$ cat src/rtl/uart_pkg.sv
// Shared definitions for the UART block: arbiter state encoding, default word width, clog2 helper.
// Latency: n/a (declarations only).
// Backpressure: n/a.
package uart_pkg;

    // Default transmission word width [bit]
    localparam int C_UART_DATA_WIDTH_DEF = 8;

    // Tx arbiter sequencer states
    typedef enum logic [1:0] {
        ST_IDLE   = 2'b00,
        ST_SEND   = 2'b01,
        ST_WAITHI = 2'b10,
        ST_WAITLO = 2'b11
    } sm_state_t;

    // Ceiling log2, never below 1 so single-entry indices still get a bit
    function automatic int clog2(input int n);
        int r;
        r = 0;
        for (int v = 1; v < n; v = v * 2) begin
            r = r + 1;
        end
        if (r < 1) begin
            r = 1;
        end
        return r;
    endfunction

endpackage

$ cat src/rtl/uart_rr_select.sv
// Rotating-priority selector: first set request at or above ptr, wrapping past the top.
// Latency: combinational.
// Backpressure: none; the caller decides whether to act on the winner.
//
// Ports:
//   req       request vector, one bit per requester
//   ptr       index with highest priority this cycle (must be < C_NUM_REQ)
//   win       winning index (0 when nothing is requested)
//   any_valid high when at least one request bit is set
module uart_rr_select
    import uart_pkg::*;
#(
    parameter int C_NUM_REQ = 4,
    parameter int C_IDX_W   = clog2(C_NUM_REQ)
) (
    input  logic [C_NUM_REQ-1:0] req,
    input  logic [C_IDX_W-1:0]   ptr,
    output logic [C_IDX_W-1:0]   win,
    output logic                 any_valid
);

    logic [C_IDX_W-1:0] idx;

    always_comb begin
        win       = '0;
        any_valid = 1'b0;
        idx       = '0;
        for (int i = 0; i < C_NUM_REQ; i++) begin
            idx = C_IDX_W'((int'(ptr) + i) % C_NUM_REQ);
            if (!any_valid && req[idx]) begin
                any_valid = 1'b1;
                win       = idx;
            end
        end
    end

endmodule

$ cat src/rtl/uart_tx_arbiter.sv
// Shares one UART_Tx among C_NUM_REQ byte sources with round-robin grants and busy-handshake tracking.
// Latency: reqValid sampled at edge k -> reqAck and txSend high in the cycle after edge k.
// Backpressure: grants only when enabled, idle and txBusy low; losers keep their level and wait.
//
// Ports:
//   clk, rstb         clock, synchronous active-low reset
//   enable            allow new grants (in-flight byte always completes)
//   reqValid/reqData  per-requester pending level and byte (requester i at bits [i*W +: W])
//   reqAck            one-cycle accept pulse for the granted requester
//   txBusy/txErrIn    status from UART_Tx
//   txSend/txData     send pulse and byte to UART_Tx; txData held until the next grant
//   grantId           last granted requester
//   active            grant until Tx busy falls
//   err/errClr        sticky error (busy timeout or Tx error) and its clear
module uart_tx_arbiter
    import uart_pkg::*;
#(
    parameter  int C_UART_DATA_WIDTH = C_UART_DATA_WIDTH_DEF,
    parameter  int C_NUM_REQ         = 4,
    parameter  int C_BUSY_TIMEOUT    = 64,
    localparam int C_IDX_W           = clog2(C_NUM_REQ),
    localparam int C_CNT_W           = clog2(C_BUSY_TIMEOUT)
) (
    input  logic                                 clk,
    input  logic                                 rstb,
    input  logic                                 enable,
    input  logic [C_NUM_REQ-1:0]                 reqValid,
    input  logic [C_NUM_REQ*C_UART_DATA_WIDTH-1:0] reqData,
    output logic [C_NUM_REQ-1:0]                 reqAck,
    input  logic                                 txBusy,
    input  logic                                 txErrIn,
    output logic                                 txSend,
    output logic [C_UART_DATA_WIDTH-1:0]         txData,
    output logic [C_IDX_W-1:0]                   grantId,
    output logic                                 active,
    output logic                                 err,
    input  logic                                 errClr
);

    // The counter starts at 0 on entry to WAITHI, one cycle after the send
    // cycle, so reaching TIMEOUT-2 there flags err exactly C_BUSY_TIMEOUT
    // cycles after txSend was high.
    localparam logic [C_CNT_W-1:0] C_CNT_LAST = C_CNT_W'(C_BUSY_TIMEOUT - 2);
    localparam logic [C_IDX_W-1:0] C_IDX_LAST = C_IDX_W'(C_NUM_REQ - 1);

    sm_state_t              state;
    logic [C_IDX_W-1:0]     ptr;
    logic [C_IDX_W-1:0]     win;
    logic [C_IDX_W-1:0]     ptr_next;
    logic                   any_valid;
    logic [C_CNT_W-1:0]     cnt;
    logic [C_UART_DATA_WIDTH-1:0] win_dat;

    uart_rr_select #(
        .C_NUM_REQ (C_NUM_REQ),
        .C_IDX_W   (C_IDX_W)
    ) u_rr_select (
        .req       (reqValid),
        .ptr       (ptr),
        .win       (win),
        .any_valid (any_valid)
    );

    assign ptr_next = (win == C_IDX_LAST) ? '0 : win + C_IDX_W'(1);
    assign win_dat  = C_UART_DATA_WIDTH'(reqData >> (int'(win) * C_UART_DATA_WIDTH));

    always_ff @(posedge clk) begin
        if (!rstb) begin
            state   <= ST_IDLE;
            reqAck  <= '0;
            txSend  <= 1'b0;
            txData  <= '0;
            grantId <= '0;
            active  <= 1'b0;
            err     <= 1'b0;
            ptr     <= '0;
            cnt     <= '0;
        end else begin
            reqAck <= '0;
            txSend <= 1'b0;

            // Clear first so any set below in the same cycle wins
            if (errClr) begin
                err <= 1'b0;
            end

            case (state)
                ST_IDLE: begin
                    // txBusy gate also blocks grants while a transfer started
                    // before a reset is still draining
                    if (enable && !txBusy && any_valid) begin
                        txData       <= win_dat;
                        reqAck[win]  <= 1'b1;
                        txSend       <= 1'b1;
                        grantId      <= win;
                        ptr          <= ptr_next;
                        active       <= 1'b1;
                        state        <= ST_SEND;
                    end
                end
                ST_SEND: begin
                    cnt   <= '0;
                    state <= ST_WAITHI;
                end
                ST_WAITHI: begin
                    if (txBusy) begin
                        state <= ST_WAITLO;
                    end else if (cnt == C_CNT_LAST) begin
                        err    <= 1'b1;
                        active <= 1'b0;
                        state  <= ST_IDLE;
                    end else begin
                        cnt <= cnt + C_CNT_W'(1);
                    end
                end
                ST_WAITLO: begin
                    if (txErrIn) begin
                        err <= 1'b1;
                    end
                    if (!txBusy) begin
                        active <= 1'b0;
                        state  <= ST_IDLE;
                    end
                end
                default: begin
                    state <= ST_IDLE;
                end
            endcase
        end
    end

endmodule

$ cat config.mk
export PLATFORM = sky130hd
export DESIGN_NAME = uart_tx_arbiter
export DESIGN_NICKNAME = d
export VERILOG_FILES = /design/src/rtl/uart_pkg.sv /design/src/rtl/uart_rr_select.sv /design/src/rtl/uart_tx_arbiter.sv
export SDC_FILE = /design/constraint.sdc
export NUM_CORES = 1
export LEC_CHECK = 0
export ABC_AREA = 1
export CAP_MARGIN = 20
export CORE_MARGIN = 3
export CORE_UTILIZATION = 38
export DETAILED_ROUTE_END_ITERATION = 10
export DONT_BUFFER_PORTS = 1
export SYNTH_ARGS = -nofsm -noshare
export SYNTH_HDL_FRONTEND = slang
export SYNTH_SLANG_ARGS = --single-unit
$ cat constraint.sdc
create_clock -name clk -period 2 [get_ports clk]
set_clock_uncertainty 0.15 [all_clocks]
set_input_delay 0.4 -clock clk [delete_from_list [all_inputs] [get_ports clk]]
set_output_delay 0.4 -clock clk [all_outputs]
set_load 0.01 [all_outputs]
# Word level (Yosys, flattened, before mapping)
# Cells that the tools add are included.
# totals
elab_cells	89
latchBits	0
reg_bits	27
memories	0
inputBits	42
ram_bits	0
mem_bits_ro	0
output_inout_bits	17
# classes
n_mux	38
n_bitwise	0
n_mul	0
shift	1
add_sub_neg	5
eq_ne	11
n_reduce_logical	19
div	0
order_cmp	6
# ops
operator	count
right shift 32 x 5 -> 8 bit	1
two-way mux 1 bit	18
two-way mux 2 bit	9
< comparator 2 x 3 -> 1 bit, second input constant	5
two-way mux 6 bit	2
case mux 6 bit (2 select lines)	1
inequality test 2 bit, second input constant	5
AND reduction 3 bit	3
binary-select mux 1 bit (select 2 bit)	4
case mux 2 bit (4 select lines)	1
adder 6 x 1 -> 6 bit, second input constant	1
== test 2 bit, second input constant	3
== test 6 bit, second input constant	1
logical AND 1 bit	6
AND reduction 5 bit	1
adder 2 x 1 -> 2 bit, second input constant	2
adder 2 bit, second input constant	2
logical NOT 1 bit	4
AND reduction 2 bit	2
inequality test 3 bit, second input constant	1
case mux 1 bit (3 select lines)	1
nonzero test 3 bit	1
demux 1 bit (select 2 bit)	1
== test 2 x 1 -> 1 bit, second input constant	1
other kinds (4)	4

# Logic depth before layout (Yosys ltp)
# Gate-level depths: netlist of run 1.
# logic_depth
depth_word	16
mapped_depth	15
ltp_nobuf	15

# Hierarchy
# A second synthesis of run 1 with hierarchy kept.
# hier_totals
cells_unflattened	263
area_unflattened_um2	1751.7
# modules_own_cells
mod	instances	seq_area_each_um2	cells_each	area_each_um2
uart_tx_arbiter	1	540.5	204	1432.6
uart_rr_select	1	0.0	59	319.1

# Worst setup path after synthesis of run 1
# Ideal clock, no wire load.
# synth_timing
kind	reg-to-reg
startpoint	register ptr[0]
endpoint	register ptr[1]
setup_ns	0.119
period_less_slack_ns	1.959
slack_ns	0.041
n_path_buf	1
t_arrival_ns	1.690
path_stages_with_launch	13
required_ns	1.731
cell_sequence	dfxtp_1 buf_4 nand2_1 nand2_2 nand2_1 nand2_1 nor2_4 nand4_1 nand2_2 inv_2 ha_1 o21ai_0 a21oi_1
# synth_between
elab_chain_cells	14
elab_cells_between_ends	30
classes_between	add/sub (4); eq/ne (1); mux (17); reduce/logical (8)
# synth_lines
element	line_no	source
from (decl)	uart_tx_arbiter.sv:47	logic [C_IDX_W-1:0] ptr;
from (signal assigned)	uart_tx_arbiter.sv:96	ptr <= ptr_next;
parallel branches: the longest is 11 deep, another holds adder 2 x 1 -> 2 bit	n/a	
two-way mux 2 bit (*)	uart_rr_select.sv:30	if (!any_valid && req[idx]) begin
named net u_rr_select.win[1]	uart_rr_select.sv:18	output logic [C_IDX_W-1:0] win,
adder 2 x 1 -> 2 bit / == test 2 bit (equally long branches)	uart_tx_arbiter.sv:64	assign ptr_next = (win == C_IDX_LAST) ? '0 : win + C_IDX_W'(1);
two-way mux 2 bit (*)	uart_tx_arbiter.sv:64	
named net ptr_next[1]	uart_tx_arbiter.sv:49	logic [C_IDX_W-1:0] ptr_next;
# Mark *: on every way through the listed nets, which the timed path passes. The select of a mux whose other input is x is not followed.
# A chain may end at the register's enable or synchronous reset.

# Final worst setup path of run 1
# Same ends and word-level chain as after synthesis.

==> impl_metrics.toml, run 1 <==
[die]
core_area_mm2 = 0.00447
fp-row-count = 24
start_util_pct = 40.2
io_pins = 59
fp.dieArea_mm2 = 0.00560
die_y_um = 74.8
die-width_um = 74.8

[final_layout]
fin_area_mm2 = 0.00210
drive_above_1_share_pct = 19.2
fill_cells = 461
final_nets = 356
final_common_cell = "nand2_1"
diodes = 0
seq_area_um2 = 544
area_growth_pct = 16.8
multi_input_area_mm2 = 0.00105
final_cell_mix = "83 x nand2_1, 44 x inv_1, 26 x dfxtp_1"

[synth]
synth_top_cell_by_area = "dfxtp_1"
yosysSeqAreaShare_pct = 30.0
ys_ff_latch = 27
synthDistinctLibCells = 30
ys_async_sr_fraction_pct = 0
netlist.area_leader.share_pct = 30.0
synth_area_leaders = "dfxtp_1 30%, nand2_1 19%, inv_1 9.6%, nand3_1 7.0%, nor2_1 5.2%"
synth_edf_count = 0
synth_ff_type = "dfxtp_1"
syn_nets = 333
syn_inst = 285
mappedNetlistArea_mm2 = 0.00180
ys_warn_count = 0
syn_avg_cell_area_um2 = 6.31

[clock_network]
root_buffer = "clkbuf_8"
h-tree-depth = 1
cts_sinks = 27
cts_buffer_depth = 2
cts.clk_slew.worst_paths_ns = 0.10
cts_tree = "done"
clk_latency_ns = 0.28
cts_buffers = 3

[global_routing]
grt_pass1_wl_mm = 6.82
overflow = 0
grt_pass1_vias = 1562
antenna_found_initial = 0
grt_max_degree = 17
groute.usage.overall_pct = 15.4

[sta]
hold_violations = 0
tightest_slew_ns = 0.314
period_minus_slack_ns = 1.94
finalSetupViolCount = 0
fin_crit_sh_pct = 96.8
relSlewSlack_pct = 79.0
fmax_mhz = 516
drv_slew = 0
rsz0062_at_grt = "true"

[power]
leakagePower_uw = 0.00112
switching_share_pct = 42.5
total_power_uw = 2090
p_int_uw = 1200
power_density_mw_per_mm2 = 997
clockPowerShare_pct = 15.2
ir_drop_mv = 0.365
p_seq_share_pct = 33.0
power_frac_comb_pct = 51.8
switching_power_uw = 890

[setup_path]
critPathArrivalTime_ns = 1.96
rrSetupSlack_ns = 0.06
reg2reg_to = "ptr[1]$_SDFFE_PN0P_"
endpoint_kind = "flip-flop"
cp.required_ns = 2.02
worstSetupPathType = "reg2reg"
reg2reg_depth = 12
critPathLaunchType = "flip-flop"
crit_fanout = 6
timing.rr.start = "ptr[0]$_SDFFE_PN0P_"

[drt]
final_antenna_net_count = 0
drc = 0
wl_per_cell_um = 12.2
routed_wl_mm = 4.39
avgViaCountPerCell = 4.99
drt_pass1_iterations = 4
first_iter_violations = 102
vias = 1791

[flow_run]
drv_cap = 0

[min_path]
hold_path.startpoint = "rstb"
whs_endpoint = "txData[0]$_SDFFE_PN0P_"
hp-class = "in2reg"
min_path_cells = 2

[placement]
dp_hpwl_mm = 3.39
place.port_buffers = 0
gp_congestion = 0.870
placed_area_mm2 = 0.00196

[status]
status = "finished, final reports clean"
power by group through the flow:
stage	sequential (uW)	clock, uW	combinational [uW]
2_1_floorplan	684	0	709
3_3_place_gp	702	0	980
3_5_place_dp	701	0	989
4_1_cts	690	330	1010
5_1_grt	701	342	1230
6_report	691	319	1090
worst max-delay path by stage:
stage | start | endpoint | slack [ns]
final | ptr[0]$_SDFFE_PN0P_ | ptr[1]$_SDFFE_PN0P_ | 0.06
after global routing | ptr[0]$_SDFFE_PN0P_ | ptr[0]$_SDFFE_PN0P_ | -0.05
after CTS | ptr[0]$_SDFFE_PN0P_ | ptr[1]$_SDFFE_PN0P_ | 0.006
after detailed placement | ptr[0]$_SDFFE_PN0P_ | ptr[1]$_SDFFE_PN0P_ | -0.02
after global placement | ptr[0]$_SDFFE_PN0P_ | ptr[1]$_SDFFE_PN0P_ | 0.02
after floorplan | ptr[0]$_SDFFE_PN0P_ | ptr[1]$_SDFFE_PN0P_ | 0.04
worst max-delay path, cell delays in order (launching register included):
cell and delay [ns]:
dfxtp_4 0.38, buf_6 0.13, nand2_2 0.08, nand3_1 0.13, nand2_1 0.10, inv_1 0.09
nand3_1 0.09, nand3_1 0.09, nand2_2 0.10, inv_2 0.06, ha_1 0.28, o21ai_1 0.11
a21oi_1 0.04
final cells by class:
| type | count | area share (%) |
|---|---|---|
| clock inverter | 1 | 0.238 |
| inverter | 52 | 9.53 |
| sequential | 27 | 25.9 |
| multi-input combinational | 200 | 50.1 |
| tap | 52 | 3.10 |
| clock buffer | 3 | 1.97 |
| timing repair buffer | 24 | 9.11 |
logic make-up (layout without fill, tap and decap cells):
kind of cell,after synthesis,in the layout,share of synthesized area (%)
AOI/OAI and AO/OA,27,27,9.04
xor gates and xnor gates,1,1,0.487
adders and majority gates,6,6,4.17
buffers and inverters,58,80,13.6
DFF,27,27,30.0
and+or+nand+nor,166,166,42.7
stage by stage:
stage	TNS [ns]	cells	worst slack [ns]	util [%]	hold WS, ns
3_5_place_dp	-0.0198	350	-0.0198	43.8	0.361
5_1_grt	-0.155	359	-0.0491	47.0	0.0842
2_1_floorplan	0	285	0.0409	-	0.325
6_report	0	359	0.0633	47.0	0.0715
3_3_place_gp	0	350	0.0171	43.8	0.363
4_1_cts	0	355	0.00570	45.1	0.0641
timing repair:
item                       CTS  global route
pin swaps                    4            13
gates resized for setup      4            20
setup endpoints to repair    2            17
hold buffers                 0             0
setup buffers                1             4
cell usage after synthesis, types with 2 or more instances:
cell type	instances
dfxtp_1	27
nand2_1	91
a31oi_1	2
nand3_2	2
inv_2	5
nand3_4	3
ha_1	6
a211oi_1	2
o21ai_1	4
nand4_1	11
nor2_1	25
o21a_1	4
nand3_1	25
inv_1	46
buf_6	3
clkbuf_1	2
nand2_2	4
a21oi_1	5
o21ai_0	7
layer usage:
metal / GRT usage [%] / routed length (um) / vias up
li1: - / - / 941
met1: 19.0 / 1970 / 796
met2: 26.7 / 2120 / 50
met3: 3.47 / 256 / 4
met4: 4.74 / 49 / 0
met5: 0 / 0 / -
registers in the layout, indices dropped and copies added (netlist names):
register	cells
cnt	6
txData	8
txSend	1
reqAck	4
ptr	2
state	2
active	1
grantId	2
err	1
No activity file was read; power rests on OpenSTA's default activity.
==> run 2, diff against run 1 <==
--- a/config.mk
+++ b/config.mk
@@ -7,7 +7,6 @@
 export LEC_CHECK = 0
 export ABC_AREA = 1
 export CAP_MARGIN = 20
-export CORE_MARGIN = 3
 export CORE_UTILIZATION = 38
 export DETAILED_ROUTE_END_ITERATION = 10
 export DONT_BUFFER_PORTS = 1
==> impl_metrics.toml, run 2 (synthesis results as in run 1) <==
[status]
status = "finished, violations left"
violations = "design-rule violations"

[setup_path]
critical_path.startpoint = "ptr[0]$_SDFFE_PN0P_"
reg2reg_depth = 14
crit_fanout = 4
cpPeakStageDelay_ns = 0.38
worst_path_most_repeated_cell = "nand2_1"
critPathArrivalTime_ns = 2.01
rrSetupSlack_ns = 0.07
reg2reg_to = "txData[0]$_SDFFE_PN0P_"
critPathLaunchType = "flip-flop"
cp_top_family = "simple AND/OR/NAND/NOR gates"
crit_buf_inv = 3
timing.rr.start = "ptr[0]$_SDFFE_PN0P_"
crit_slowest_cell = "dfxtp_4"
worstSetupPathType = "reg2reg"
crit_path_cell_trace = "buf_6, nand2_1, nand2_1, nand2_2, nand2_2, nor2_4, nand2_1, nand3_2, nand2_2, buf_6, buf_4, nor2_1, o211ai_1, nand2_1"
cp.required_ns = 2.08
endpoint_kind = "flip-flop"

[die]
die-width_um = 70.8
die_y_um = 70.8
io_pins = 59
fp.dieArea_mm2 = 0.00501
fp-row-count = 24
core_area_mm2 = 0.00444
start_util_pct = 40.5

[final_layout]
fill_cells = 459
final_common_cell = "nand2_1"
drive_above_1_share_pct = 23.9
final_nets = 359
top_register = "txData"
diodes = 0
final_cell_mix = "79 x nand2_1, 45 x inv_1, 24 x dfxtp_1"
final_cells = 362
largest_register_ffs = 8
area_growth_pct = 24.0
top_regs = "txData x8, cnt x6, reqAck x4"

[power]
switching_share_pct = 42.9
power_density_mw_per_mm2 = 989
power_frac_comb_pct = 54.2
p_int_uw = 1260
total_power_uw = 2210
leakagePower_uw = 0.00116
p_seq_share_pct = 31.5
clockPowerShare_pct = 14.3
switching_power_uw = 946
ir_drop_mv = 0.398

[drt]
routed_wl_mm = 4.41
final_antenna_net_count = 0
first_iter_violations = 62
avgViaCountPerCell = 4.97
vias = 1800
drc = 6
drt_pass1_iterations = 7
wl_per_cell_um = 12.2

[sta]
drv_slew = 0
tightest_slew_ns = 0.341
hold_violations = 0
fin_crit_sh_pct = 96.7
period_minus_slack_ns = 1.93
timing.hold.ws_ns = 0.0930
rsz0062_at_grt = "true"
fmax_mhz = 517
relSlewSlack_pct = 77.2
finalSetupViolCount = 0

[clock_network]
cts_buffer_depth = 2
clk_latency_ns = 0.27
h-tree-depth = 1
cts_buffers = 3
cts_tree = "done"
cts_sinks = 27
cts_hold_buffers = 0
root_buffer = "clkbuf_8"
cts.clk_slew.worst_paths_ns = 0.10

[min_path]
hp-class = "in2reg"
hold_path.startpoint = "rstb"
min_path_cells = 2
whs_endpoint = "txData[0]$_SDFFE_PN0P_"

[global_routing]
antenna_found_initial = 0
grt_pass1_wl_mm = 7.53
overflow = 0
grt_max_degree = 19
grt_pass1_vias = 1728
groute.usage.overall_pct = 18.4

[flow_run]
drv_cap = 0

[placement]
place.port_buffers = 0
dp.cells = 350
gp_congestion = 0.795
dp_hpwl_mm = 3.36
[run 2: metrics by stage]
stage | util (%) | TNS, ns | area (um2) | setup WS, ns
4_1_cts | 45.5 | 0 | 2020 | 0.00287
3_3_place_gp | 44.3 | 0 | 1970 | 0.0123
5_1_grt | 50.2 | -0.628 | 2230 | -0.0727
2_1_floorplan | - | 0 | 1800 | 0.0409
3_5_place_dp | 44.3 | -0.0450 | 1970 | -0.0373
6_report | 50.2 | 0 | 2230 | 0.0653
[run 2: worst max path at each step]
stage,end,depth (start not counted)
floorplan,ptr[1]$_SDFFE_PN0P_,12
global placement,ptr[1]$_SDFFE_PN0P_,11
detailed placement,ptr[1]$_SDFFE_PN0P_,11
CTS,ptr[1]$_SDFFE_PN0P_,12
global route,txData[4]$_SDFFE_PN0P_,13
finish,txData[0]$_SDFFE_PN0P_,14
[run 2: cell type report]
| class | count | area [um2] | area share (%) |
|---|---|---|---|
| Clock buffer | 3 | 41.3 | 1.85 |
| Clock inverter | 1 | 7.51 | 0.337 |
| Inverter | 52 | 203 | 9.09 |
| Multi-Input combinational cell | 200 | 1130 | 50.6 |
| Sequential cell | 27 | 547 | 24.5 |
| Tap cell | 52 | 65.1 | 2.92 |
| Timing Repair Buffer | 27 | 238 | 10.7 |
[run 2: routing by layer]
metal	share of wire, %	up-vias	GRT usage, %
met5	0	-	0
met4	1.4	0	4.67
met3	5.8	6	3.99
met2	47	49	31.1
met1	46	795	23.8
li1	-	950	-
[run 2: power by group through the flow]
stage / Clock [uW] / Combinational [uW] / Sequential, uW
after floorplan: 0 / 709 / 684
after CTS: 328 / 1020 / 690
final: 315 / 1200 / 694
after global routing: 350 / 1350 / 705
after global placement: 0 / 1000 / 702
after detailed placement: 0 / 1010 / 701
[run 2: worst register-to-register path, stage by stage, from the launching register on]
cell,delay [ns]
dfxtp_4,0.38
buf_6,0.12
nand2_1,0.05
nand2_1,0.09
nand2_2,0.09
nand2_2,0.07
nor2_4,0.15
nand2_1,0.09
nand3_2,0.08
nand2_2,0.09
buf_6,0.14
buf_4,0.13
nor2_1,0.09
o211ai_1,0.10
nand2_1,0.08
[run 2: what timing repair did]
item                                    4_1_cts  5_1_grt
setup buffers                                 0        7
pin swaps                                     3       10
endpoints found under the setup margin        6       20
gates cloned                                  0        1
gates resized for setup                       2       44
